### src/rtl/mmm_sequencer_if.sv
// Control/status bundle between the exponentiation controller, the sequencer
// and the Montgomery multiplier control inputs.
interface mmm_sequencer_if #(
   parameter int CNT_W = 11
);
   logic             start;
   logic             abort;
   logic             busy;
   logic             done;
   logic             aborted;
   logic [CNT_W-1:0] iter;
   logic             en;
   logic             rst_mmm;
   logic             ld_a;
   logic             ld_r;
   logic             lock;

   // Requester side: issues start/abort, observes status and datapath controls.
   modport master (
      output start, abort,
      input  busy, done, aborted, iter, en, rst_mmm, ld_a, ld_r, lock
   );

   // Sequencer side.
   modport slave (
      input  start, abort,
      output busy, done, aborted, iter, en, rst_mmm, ld_a, ld_r, lock
   );
endinterface

### src/rtl/mmm_sequencer.sv
// Moore sequencer for the Montgomery multiplier: CLEAR, LOAD, NBITS RUN
// iterations, CAPTURE, DONE, with abort into a one-cycle ABORT state.
module mmm_sequencer #(
   parameter int NBITS = 1026,
   parameter int CNT_W = 11
) (
   input  logic              clk,
   input  logic              rst,
   mmm_sequencer_if.slave    bus
);

   typedef enum logic [2:0] {
      S_IDLE,
      S_CLEAR,
      S_LOAD,
      S_RUN,
      S_CAPTURE,
      S_DONE,
      S_ABORT
   } state_t;

   localparam logic [CNT_W-1:0] LAST_ITER = CNT_W'(NBITS - 1);

   state_t           state, state_nxt;
   logic [CNT_W-1:0] iter_q, iter_nxt;
   logic             aborted_q, aborted_nxt;

   always_ff @(posedge clk or posedge rst) begin
      if (rst) begin
         state     <= S_IDLE;
         iter_q    <= '0;
         aborted_q <= 1'b0;
      end else begin
         state     <= state_nxt;
         iter_q    <= iter_nxt;
         aborted_q <= aborted_nxt;
      end
   end

   // Abort wins over every transition, including the terminal count in RUN.
   always_comb begin
      state_nxt   = state;
      iter_nxt    = iter_q;
      aborted_nxt = 1'b0;
      case (state)
         S_IDLE: begin
            if (bus.start && !bus.abort) state_nxt = S_CLEAR;
         end
         S_CLEAR: begin
            state_nxt = bus.abort ? S_ABORT : S_LOAD;
         end
         S_LOAD: begin
            if (bus.abort) begin
               state_nxt = S_ABORT;
            end else begin
               state_nxt = S_RUN;
               iter_nxt  = '0;
            end
         end
         S_RUN: begin
            if (bus.abort) begin
               state_nxt = S_ABORT;
            end else if (iter_q == LAST_ITER) begin
               state_nxt = S_CAPTURE;
            end else begin
               iter_nxt = iter_q + 1'b1;
            end
         end
         S_CAPTURE: begin
            state_nxt = bus.abort ? S_ABORT : S_DONE;
         end
         S_DONE: begin
            state_nxt = S_IDLE;
         end
         S_ABORT: begin
            state_nxt   = S_IDLE;
            aborted_nxt = 1'b1;
         end
         default: begin
            state_nxt = S_IDLE;
         end
      endcase
   end

   always_comb begin
      bus.busy    = (state != S_IDLE);
      bus.done    = (state == S_DONE);
      bus.aborted = aborted_q;
      bus.iter    = iter_q;
      bus.en      = 1'b0;
      bus.rst_mmm = 1'b1;
      bus.ld_a    = 1'b0;
      bus.ld_r    = 1'b0;
      bus.lock    = 1'b1;
      case (state)
         S_CLEAR: bus.rst_mmm = 1'b0;
         S_LOAD: begin
            bus.en   = 1'b1;
            bus.ld_a = 1'b1;
         end
         S_RUN: bus.en = 1'b1;
         // Only window in which the result register may change.
         S_CAPTURE: begin
            bus.ld_r = 1'b1;
            bus.lock = 1'b0;
         end
         S_ABORT: bus.rst_mmm = 1'b0;
         default: ;
      endcase
   end

endmodule
### src/flat_wrapper.sv
// flat-port wrapper written by rule: the top's interface ports become plain ports
module mmm_sequencer_flat 
#(
   parameter int NBITS = 1026,
   parameter int CNT_W = 11
)
  (clk, rst, bus_start, bus_abort, bus_busy, bus_done, bus_aborted, bus_iter, bus_en, bus_rst_mmm, bus_ld_a, bus_ld_r, bus_lock);
  mmm_sequencer_if #(.CNT_W(CNT_W)) bus_i ();
  input  logic clk;
  input  logic rst;
  input wire logic [$bits(bus_i.start)-1:0] bus_start;
  input wire logic [$bits(bus_i.abort)-1:0] bus_abort;
  output wire logic [$bits(bus_i.busy)-1:0] bus_busy;
  output wire logic [$bits(bus_i.done)-1:0] bus_done;
  output wire logic [$bits(bus_i.aborted)-1:0] bus_aborted;
  output wire logic [$bits(bus_i.iter)-1:0] bus_iter;
  output wire logic [$bits(bus_i.en)-1:0] bus_en;
  output wire logic [$bits(bus_i.rst_mmm)-1:0] bus_rst_mmm;
  output wire logic [$bits(bus_i.ld_a)-1:0] bus_ld_a;
  output wire logic [$bits(bus_i.ld_r)-1:0] bus_ld_r;
  output wire logic [$bits(bus_i.lock)-1:0] bus_lock;
  assign bus_i.start = bus_start;
  assign bus_i.abort = bus_abort;
  assign bus_busy = bus_i.busy;
  assign bus_done = bus_i.done;
  assign bus_aborted = bus_i.aborted;
  assign bus_iter = bus_i.iter;
  assign bus_en = bus_i.en;
  assign bus_rst_mmm = bus_i.rst_mmm;
  assign bus_ld_a = bus_i.ld_a;
  assign bus_ld_r = bus_i.ld_r;
  assign bus_lock = bus_i.lock;
  mmm_sequencer #(.NBITS(NBITS), .CNT_W(CNT_W)) u_core (.clk(clk), .rst(rst), .bus(bus_i));
endmodule
### config.mk
export PLATFORM = sky130hd
export DESIGN_NAME = mmm_sequencer_flat
export DESIGN_NICKNAME = d
export VERILOG_FILES = /design/src/rtl/mmm_sequencer_if.sv /design/src/rtl/mmm_sequencer.sv /design/src/flat_wrapper.sv
export SDC_FILE = /design/constraint.sdc
export NUM_CORES = 1
export LEC_CHECK = 0
export CAP_MARGIN = 25
export CORE_UTILIZATION = 50
export CTS_BUF_LIST = sky130_fd_sc_hd__clkbuf_4
export CTS_CLUSTER_DIAMETER = 120
export DETAILED_ROUTE_END_ITERATION = 10
export PLACE_DENSITY = 0.81
export REMOVE_ABC_BUFFERS = 1
export SETUP_SLACK_MARGIN = 0.5
export SYNTH_ARGS = -nofsm -noshare
export SYNTH_HDL_FRONTEND = slang
export SYNTH_SLANG_ARGS = --single-unit
export TNS_END_PERCENT = 20
### constraint.sdc
create_clock -name clk -period 2.4 [get_ports clk]
set_input_delay 0.48 -clock clk [delete_from_list [all_inputs] [get_ports clk]]
set_output_delay 0.48 -clock clk [all_outputs]
set_load 0.05 [all_outputs]
==> results of run 1 <==
[how the worst max path moves through the flow]
| stage | endpoint | slack, ns | cells after the start |
|---|---|---|---|
| floorplan | bus_lock | -0.48 | 2 |
| global placement | bus_busy | 0.33 | 2 |
| detailed placement | bus_rst_mmm | 0.30 | 4 |
| CTS | bus_rst_mmm | 0.26 | 4 |
| global route | bus_iter[6] | 0.30 | 1 |
| finish | bus_iter[6] | 0.33 | 1 |
[metrics by stage]
step                setup TNS, ns  instances  instance area (sq um)  util (%)
global route                    0        148                   1180     67.60
finish                          0        148                   1180     67.60
CTS                             0        148                   1177     67.46
detailed placement              0        144                   1165     66.74
floorplan                 -0.9177         96                  908.4         -
global placement                0        144                   1165     66.74
[worst reg2reg max path, stage by stage (launching register included)]
cell and delay (ns):
sky130_fd_sc_hd__dfrtp_1 0.43, sky130_fd_sc_hd__inv_1 0.09, sky130_fd_sc_hd__ha_1 0.13, sky130_fd_sc_hd__nor4bb_2 0.40
sky130_fd_sc_hd__nand4_1 0.24, sky130_fd_sc_hd__and2_1 0.33, sky130_fd_sc_hd__a22o_1 0.24
[synth_stat cells (2+ instances only)]
cell type	instances	area (sq um)
sky130_fd_sc_hd__a211o_1	3	26.28
sky130_fd_sc_hd__nand3_1	3	15.01
sky130_fd_sc_hd__clkbuf_1	2	7.510
sky130_fd_sc_hd__nor3_1	4	20.02
sky130_fd_sc_hd__ha_1	2	25.02
sky130_fd_sc_hd__and3_1	2	12.51
sky130_fd_sc_hd__or3_1	2	12.51
sky130_fd_sc_hd__o21ai_0	3	15.01
sky130_fd_sc_hd__inv_1	6	22.52
sky130_fd_sc_hd__nand4_1	2	12.51
sky130_fd_sc_hd__nor2_1	8	30.03
sky130_fd_sc_hd__nor3b_1	5	37.54
sky130_fd_sc_hd__nand2_1	7	26.28
sky130_fd_sc_hd__dfrtp_1	15	375.4
sky130_fd_sc_hd__o211ai_1	3	22.52
sky130_fd_sc_hd__a21oi_1	7	35.03
sky130_fd_sc_hd__a2bb2oi_1	2	17.52
sky130_fd_sc_hd__buf_6	2	22.52
[sequential cells by signal, indices dropped and copies added, names as in the netlist]
signal / count
u_core.state: 3
u_core.bus.iter: 11
u_core.bus.aborted: 1
[final cells by class]
class / instances / area, sq um / area share [%]
multi-input combinational: 74 / 506.7 / 42.95
sequential: 15 / 377.9 / 32.03
timing repair buffer: 23 / 207.7 / 17.60
tap: 25 / 31.28 / 2.651
clock buffer: 4 / 30.03 / 2.545
inverter: 7 / 26.28 / 2.227
[per-layer routing]
metal | up-vias | routed length [um] | share of wire, % | track usage (%)
li1 | 419 | - | - | -
met1 | 397 | 983 | 46 | 30.25
met2 | 30 | 976 | 46 | 40.29
met3 | 5 | 108 | 5.1 | 6.400
met4 | 0 | 49 | 2.3 | 15.76
met5 | - | 0 | 0 | 0
[what timing repair did]
action,4_1_cts,5_1_grt
endpoints found under the setup margin,23,30
resized for setup,22,8
pin swaps,0,0
[kinds of logic (layout without fill, tap and decap cells)]
kind of cell	after synthesis	after routing
and+or+nand+nor	43	43
AOI/OAI and AO/OA	28	28
DFF	15	15
buffers and inverters	11	34
adders and majority gates	2	2
muxes	1	1
[power breakdown]
| group | switching [uW] | internal [uW] | total, uW | leakage [uW] |
|---|---|---|---|---|
| Clock | 81.7 | 76.1 | 158 | 0.0000184 |
| Combinational | 537 | 254 | 791 | 0.000352 |
| Sequential | 129 | 321 | 450 | 0.000200 |
| Total | 747 | 651 | 1400 | 0.000571 |
==> PnR_summary.wiki, run 1 <==
{| class="wikitable"
! Metric !! Value
|-
| # IOs || 23
|-
| GRT overflow || 0
|-
| Post-DR vias/cell || 5.750
|-
| Number of register bits inferred by synthesis || 15
|-
| Global-route wire length before repair || 3588 um
|-
| Number of synthesized flops with an enable pin || 0
|-
| Classification of the worst-slack hold path || in -> async
|-
| # Post-CTS Setup Buffers || 0
|-
| Clock root cell || sky130_fd_sc_hd__clkbuf_4
|-
| Final setup viols || 0
|-
| Port Buf Inserts || 22
|-
| HPWL after DPL || 1525 um
|-
| Critical-path top delay cell || sky130_fd_sc_hd__clkdlybuf4s50_1
|-
| Number of design-rule violations left by the first detailed-router iteration || 20
|-
| Tcrit/Tclk final || 86.08%
|-
| Worst slack after detailed placement || 0.3017 ns
|-
| Unrepaired setup endpoints after global routing || yes
|-
| Post-cts hold buffer count || 0
|-
| Width of the die || 45.32 um
|-
| Critical path buffers and inverters || 1
|-
| N_diodes || 0
|-
| Sink count of the clock tree || 15
|-
| Element type at the critical path start || flop
|-
| Number of max-slew violations in the final report || 0
|-
| Peak clock frequency supported by timing || 0.4840 GHz
|-
| Pin count of the biggest net entering global routing || 16
|-
| Synth Warn # || 0
|-
| Relative slew slack || 60.04%
|-
| Cells along the critical path || clkdlybuf4s50_1
|-
| Cts bufs inserted || 3
|-
| Clock Skews || 0.009121 ns
|-
| Post-route DRC || 0
|-
| Fin. Hold Viols || 0
|-
| Worst EP required || 1.92 ns
|-
| Largest buffer count on any clock path || 2
|-
| Number of nets at the end of the flow || 130
|-
| Combinational family with the most area after synthesis || simple AND/OR/NAND/NOR gates
|-
| Simple-Gate Fraction of Synth Area || 28.27%
|-
| GR Util All Layers || 25.27%
|-
| Adder and majority cell fraction of the synthesized area || 2.667%
|-
| Actual slew at the worst max-slew pin || 0.5954 ns
|-
| Share of cells above drive strength 1 || 18.70%
|-
| Critical path data arrival time || 1.59 ns
|-
| Count of filler cells inserted in the layout || 156
|-
| Commonest non-fill, non-tap cell in the layout || sky130_fd_sc_hd__dfrtp_1
|-
| Critical path launch point || u_core.bus.iter[6]
|-
| Netlist area before placement || 938.4 sq um
|-
| Cell area power density || 1185 nW/um^2
|-
| Routed WL || 2117 um
|-
| Crit path time final || 2.066 ns
|-
| Hold Slack || 0.5222 ns
|-
| Core area || 1745 sq um
|-
| Via count of the first global-routing pass || 767
|-
| Reg-to-Reg End || u_core.bus.iter[2]
|-
| H-tree lvl count || 1
|-
| Count of max-cap constraint violations || 0
|-
| Highest fanout seen on the critical path || 5
|-
| Proportion of synthesized chip area in sequential cells || 40.00%
|-
| Global placer's final weighted congestion || 0.8047
|-
| Worst Reg2Reg Path Length in Cells || 6
|-
| Initial antenna violation count || 0
|-
| Unique masters post-synth || 40
|-
| Die outline area || 2054 sq um
|-
| Latest clock arrival within the worst-skew pair || 0.29 ns
|-
| Family with the most delay on the worst path || buffers and inverters
|-
| Share of flip-flops with an asynchronous set or reset || 100.0%
|-
| Standard-cell row count || 15
|-
| Outcome || finished clean
|-
| Worst voltage drop across the vdd grid || 0.7105 mV
|-
| Type of destination of the critical path || output port
|-
| Most used flip-flop cell after synthesis || sky130_fd_sc_hd__dfrtp_1
|-
| Initial Utilization || 53.76%
|-
| Crit path kind || reg -> out
|-
| Clock tree from TritonCTS || built
|-
| Multiplexer fraction of the synthesized cell area || 1.067%
|-
| Total via count in the routed design || 851
|-
| Synthesized instance count || 100
|-
| Leakage Power || 0.0005706 uW
|-
| Startpoint of the lowest-slack register-to-register path || u_core.bus.iter[1]
|-
| Compound-cell area share of the yosys netlist || 22.00%
|-
| Reg-to-reg setup timing slack || 0.45 ns
|-
| Vert. Die Dim || 45.32 um
|-
| Mean routed wirelength per cell || 14.30 um
|-
| Delay of the slowest critical-path stage || 0.84 ns
|-
| Post-synthesis to final-layout area growth || 25.73%
|-
| Antenna-violating nets left || 0
|-
| Avg Synthesized Cell Area || 9.384 sq um
|-
| Area share of xor/xnor cells in the synthesized design || 0%
|-
| Initial DRT Pass Iterations || 4
|-
| Worst-case setup margin in the final layout || 0.3340 ns
|-
| Pwr Total || 1398 uW
|-
| Worst-path clk slew || 0.09 ns
|-
| Top library cells by usage in the layout, fill and taps aside || sky130_fd_sc_hd__dfrtp_1 (13), sky130_fd_sc_hd__clkdlybuf4s50_1 (10), sky130_fd_sc_hd__nor2_1 (8)
|}
Power figures use the tool's default switching activity.
==> run 2: changes to the inputs <==
--- a/config.mk
+++ b/config.mk
@@ -6,6 +6,7 @@
 export NUM_CORES = 1
 export LEC_CHECK = 0
 export CAP_MARGIN = 25
+export CORE_MARGIN = 4
 export CORE_UTILIZATION = 50
 export CTS_BUF_LIST = sky130_fd_sc_hd__clkbuf_4
 export CTS_CLUSTER_DIAMETER = 120
==> PnR_summary.wiki, run 2 (synthesis gave the netlist of run 1 again) <==
{| class="wikitable"
! Metric !! Value
|-
| Clock root cell || sky130_fd_sc_hd__clkbuf_4
|-
| Clock Skews || 0.005852 ns (-0.003269 ns)
|-
| Peak clock frequency supported by timing || 0.4861 GHz (+0.42%)
|-
| Total via count in the routed design || 889 (+4.5%)
|-
| Sink count of the clock tree || 15 (unchanged)
|-
| Unrepaired setup endpoints after global routing || yes
|-
| Post-route DRC || 0 (unchanged)
|-
| Reg-to-Reg End || u_core.bus.iter[2]
|-
| DP Cell Count || 144 (unchanged)
|-
| Leakage Power || 0.0005834 uW (+2.2%)
|-
| Count of filler cells inserted in the layout || 142 (-9.0%)
|-
| Core area || 1745 sq um (unchanged)
|-
| Classification of the worst-slack hold path || reg -> reg
|-
| Worst voltage drop across the vdd grid || 0.6657 mV (-6.3%)
|-
| Outcome || finished clean
|-
| Area of combinational cells with multiple inputs || 511.7 sq um (+0.99%)
|-
| Share of cells above drive strength 1 || 19.35% (+0.66 points)
|-
| Number of nets at the end of the flow || 131 (+0.77%)
|-
| Global placer's final weighted congestion || 0.8127 (+0.99%)
|-
| # IOs || 23 (unchanged)
|-
| GR Util All Layers || 18.65% (-6.6 points)
|-
| Post-cts hold buffer count || 0 (unchanged)
|-
| Number of flip-flops in the largest register || 11 (unchanged)
|-
| N_diodes || 0 (unchanged)
|-
| Cts bufs inserted || 3 (unchanged)
|-
| Type of destination of the critical path || output port
|-
| Placed inst area || 1165 sq um (unchanged)
|-
| Final cell count without fillers || 149 (+0.68%)
|-
| Global-route wire length before repair || 3732 um (+4.0%)
|-
| Initial antenna violation count || 0 (unchanged)
|-
| Global-route track usage on met2 || 31.97% (-8.3 points)
|-
| Width of the die || 51.32 um (+13%)
|-
| H-tree lvl count || 1 (unchanged)
|-
| Post-DR vias/cell || 5.966 (+3.8%)
|-
| Vert. Die Dim || 51.32 um (+13%)
|-
| Critical-path top delay cell || sky130_fd_sc_hd__clkdlybuf4s50_1
|-
| Worst EP required || 1.92 ns (about the same)
|-
| Crit path kind || reg -> out
|-
| Post-synthesis to final-layout area growth || 28.67%
|-
| Number of max-slew violations in the final report || 0 (unchanged)
|-
| Tcrit/Tclk final || 85.72% (-0.36 points)
|-
| Met1 track demand over resource in global routing || 23.12% (-7.1 points)
|-
| Critical path launch point || u_core.bus.iter[9]
|-
| Element type at the critical path start || flop
|-
| GRT overflow || 0 (unchanged)
|-
| Family with the most delay on the worst path || buffers and inverters
|-
| Largest buffer count on any clock path || 2 (unchanged)
|-
| Cells along the critical path || clkdlybuf4s50_1
|-
| Count of max-cap constraint violations || 0 (unchanged)
|-
| Reg-to-reg setup timing slack || 0.43 ns (-0.02 ns)
|-
| Met3 Track Usage GR || 3.790% (-2.6 points)
|-
| Cell area after layout || 1207 sq um (+2.3%)
|-
| Worst-path clk slew || 0.09 ns (about the same)
|-
| Latest clock arrival within the worst-skew pair || 0.29 ns (about the same)
|-
| Critical Path Stages || 1 (unchanged)
|-
| Commonest non-fill, non-tap cell in the layout || sky130_fd_sc_hd__dfrtp_1
|-
| Standard-cell row count || 15 (unchanged)
|-
| Worst Reg2Reg Path Length in Cells || 6 (unchanged)
|-
| Via count of the first global-routing pass || 849 (+11%)
|-
| Relative slew slack || 61.46% (+1.4 points)
|-
| Top library cells by usage in the layout, fill and taps aside || sky130_fd_sc_hd__dfrtp_1 (13), sky130_fd_sc_hd__clkdlybuf4s50_1 (10), sky130_fd_sc_hd__nor2_1 (8)
|-
| Mean routed wirelength per cell || 15.90 um (+11%)
|-
| Routed WL || 2369 um (+12%)
|-
| Cell area power density || 1208 nW/um^2 (+1.9%)
|-
| Fin. Hold Viols || 0 (unchanged)
|-
| Number of design-rule violations left by the first detailed-router iteration || 28 (+40%)
|-
| Startpoint of the lowest-slack register-to-register path || u_core.bus.iter[1]
|-
| Footprint of the flip-flops and latches || 377.9 sq um (unchanged)
|-
| Critical path data arrival time || 1.58 ns (about the same)
|-
| Pwr Total || 1458 uW (+4.3%)
|-
| Die outline area || 2634 sq um (+28%)
|-
| Layer carrying the most global-route usage || met2
|-
| Final setup viols || 0 (unchanged)
|-
| Port Buf Inserts || 22 (unchanged)
|-
| HPWL after DPL || 1664 um (+9.1%)
|-
| Pin count of the biggest net entering global routing || 16 (unchanged)
|-
| Highest fanout seen on the critical path || 6 (+1)
|-
| Antenna-violating nets left || 0 (unchanged)
|-
| Clock tree from TritonCTS || built
|-
| Delay of the slowest critical-path stage || 0.84 ns (about the same)
|-
| Actual slew at the worst max-slew pin || 0.5743 ns (-0.02115 ns)
|-
| Crit path time final || 2.057 ns (-0.008634 ns)
|-
| Initial Utilization || 53.76% (unchanged)
|-
| Hold Slack || 0.5343 ns (+0.01204 ns)
|-
| Crit path to || bus_iter[9]
|-
| Initial DRT Pass Iterations || 4 (unchanged)
|-
| Critical path buffers and inverters || 1 (unchanged)
|}
## run 2: report_power, final
| group | switching [uW] | internal (uW) | leakage (uW) |
|---|---|---|---|
| registers | 118 | 321 | 0.000200 |
| clock network | 84.9 | 76.0 | 0.0000184 |
| logic | 571 | 287 | 0.000365 |
| total | 774 | 684 | 0.000583 |
## run 2: timing repair
action                                 in CTS  in global routing
gates resized for setup                    24                  6
endpoints found under the hold margin       0                  0
setup endpoints to repair                  24                 29
buffers inserted                            1                  0
pin swaps                                   0                  0
gates cloned                                0                  0
## run 2: how the worst min path moves through the flow
stage / from / end / slack (ns) / depth (start not counted)
floorplan: rst / u_core.bus.aborted / 0.38 / 1
global placement: u_core.bus.iter[10] / u_core.bus.iter[10] / 0.50 / 1
detailed placement: u_core.bus.iter[10] / u_core.bus.iter[10] / 0.51 / 1
CTS: u_core.bus.iter[10] / u_core.bus.iter[10] / 0.53 / 1
global route: u_core.bus.iter[10] / u_core.bus.iter[10] / 0.56 / 1
finish: u_core.bus.iter[10] / u_core.bus.iter[10] / 0.53 / 1
## run 2: area by class of cell
class                      count  area share (%)
timing repair buffer          24           19.07
multi-input combinational     74           42.38
sequential                    15           31.30
clock buffer                   4           2.487
tap                           25           2.591
inverter                       7           2.176
## run 2: per-stage QoR
| stage | setup WS, ns | TNS, ns | utilization, % |
|---|---|---|---|
| after floorplan | -0.4759 | -0.9177 | - |
| after global placement | 0.2947 | 0 | 66.74 |
| after detailed placement | 0.2269 | 0 | 66.74 |
| after CTS | 0.2644 | 0 | 68.82 |
| after global routing | 0.2767 | 0 | 69.18 |
| final | 0.3427 | 0 | 69.18 |
## run 2: per-layer routing
| metal | wire [um] | up-vias |
|---|---|---|
| met5 | 0 | - |
| met4 | 40 | 0 |
| met3 | 153 | 4 |
| met2 | 1146 | 38 |
| met1 | 1028 | 424 |
| li1 | - | 423 |
==> run 3: changes to the inputs <==
--- a/config.mk
+++ b/config.mk
@@ -10,6 +10,7 @@
 export CORE_UTILIZATION = 50
 export CTS_BUF_LIST = sky130_fd_sc_hd__clkbuf_4
 export CTS_CLUSTER_DIAMETER = 120
+export CTS_CLUSTER_SIZE = 40
 export DETAILED_ROUTE_END_ITERATION = 10
 export PLACE_DENSITY = 0.81
 export REMOVE_ABC_BUFFERS = 1
==> results of run 3 <==
No change in the layout: final DEF, timing and power equal those of run 2.
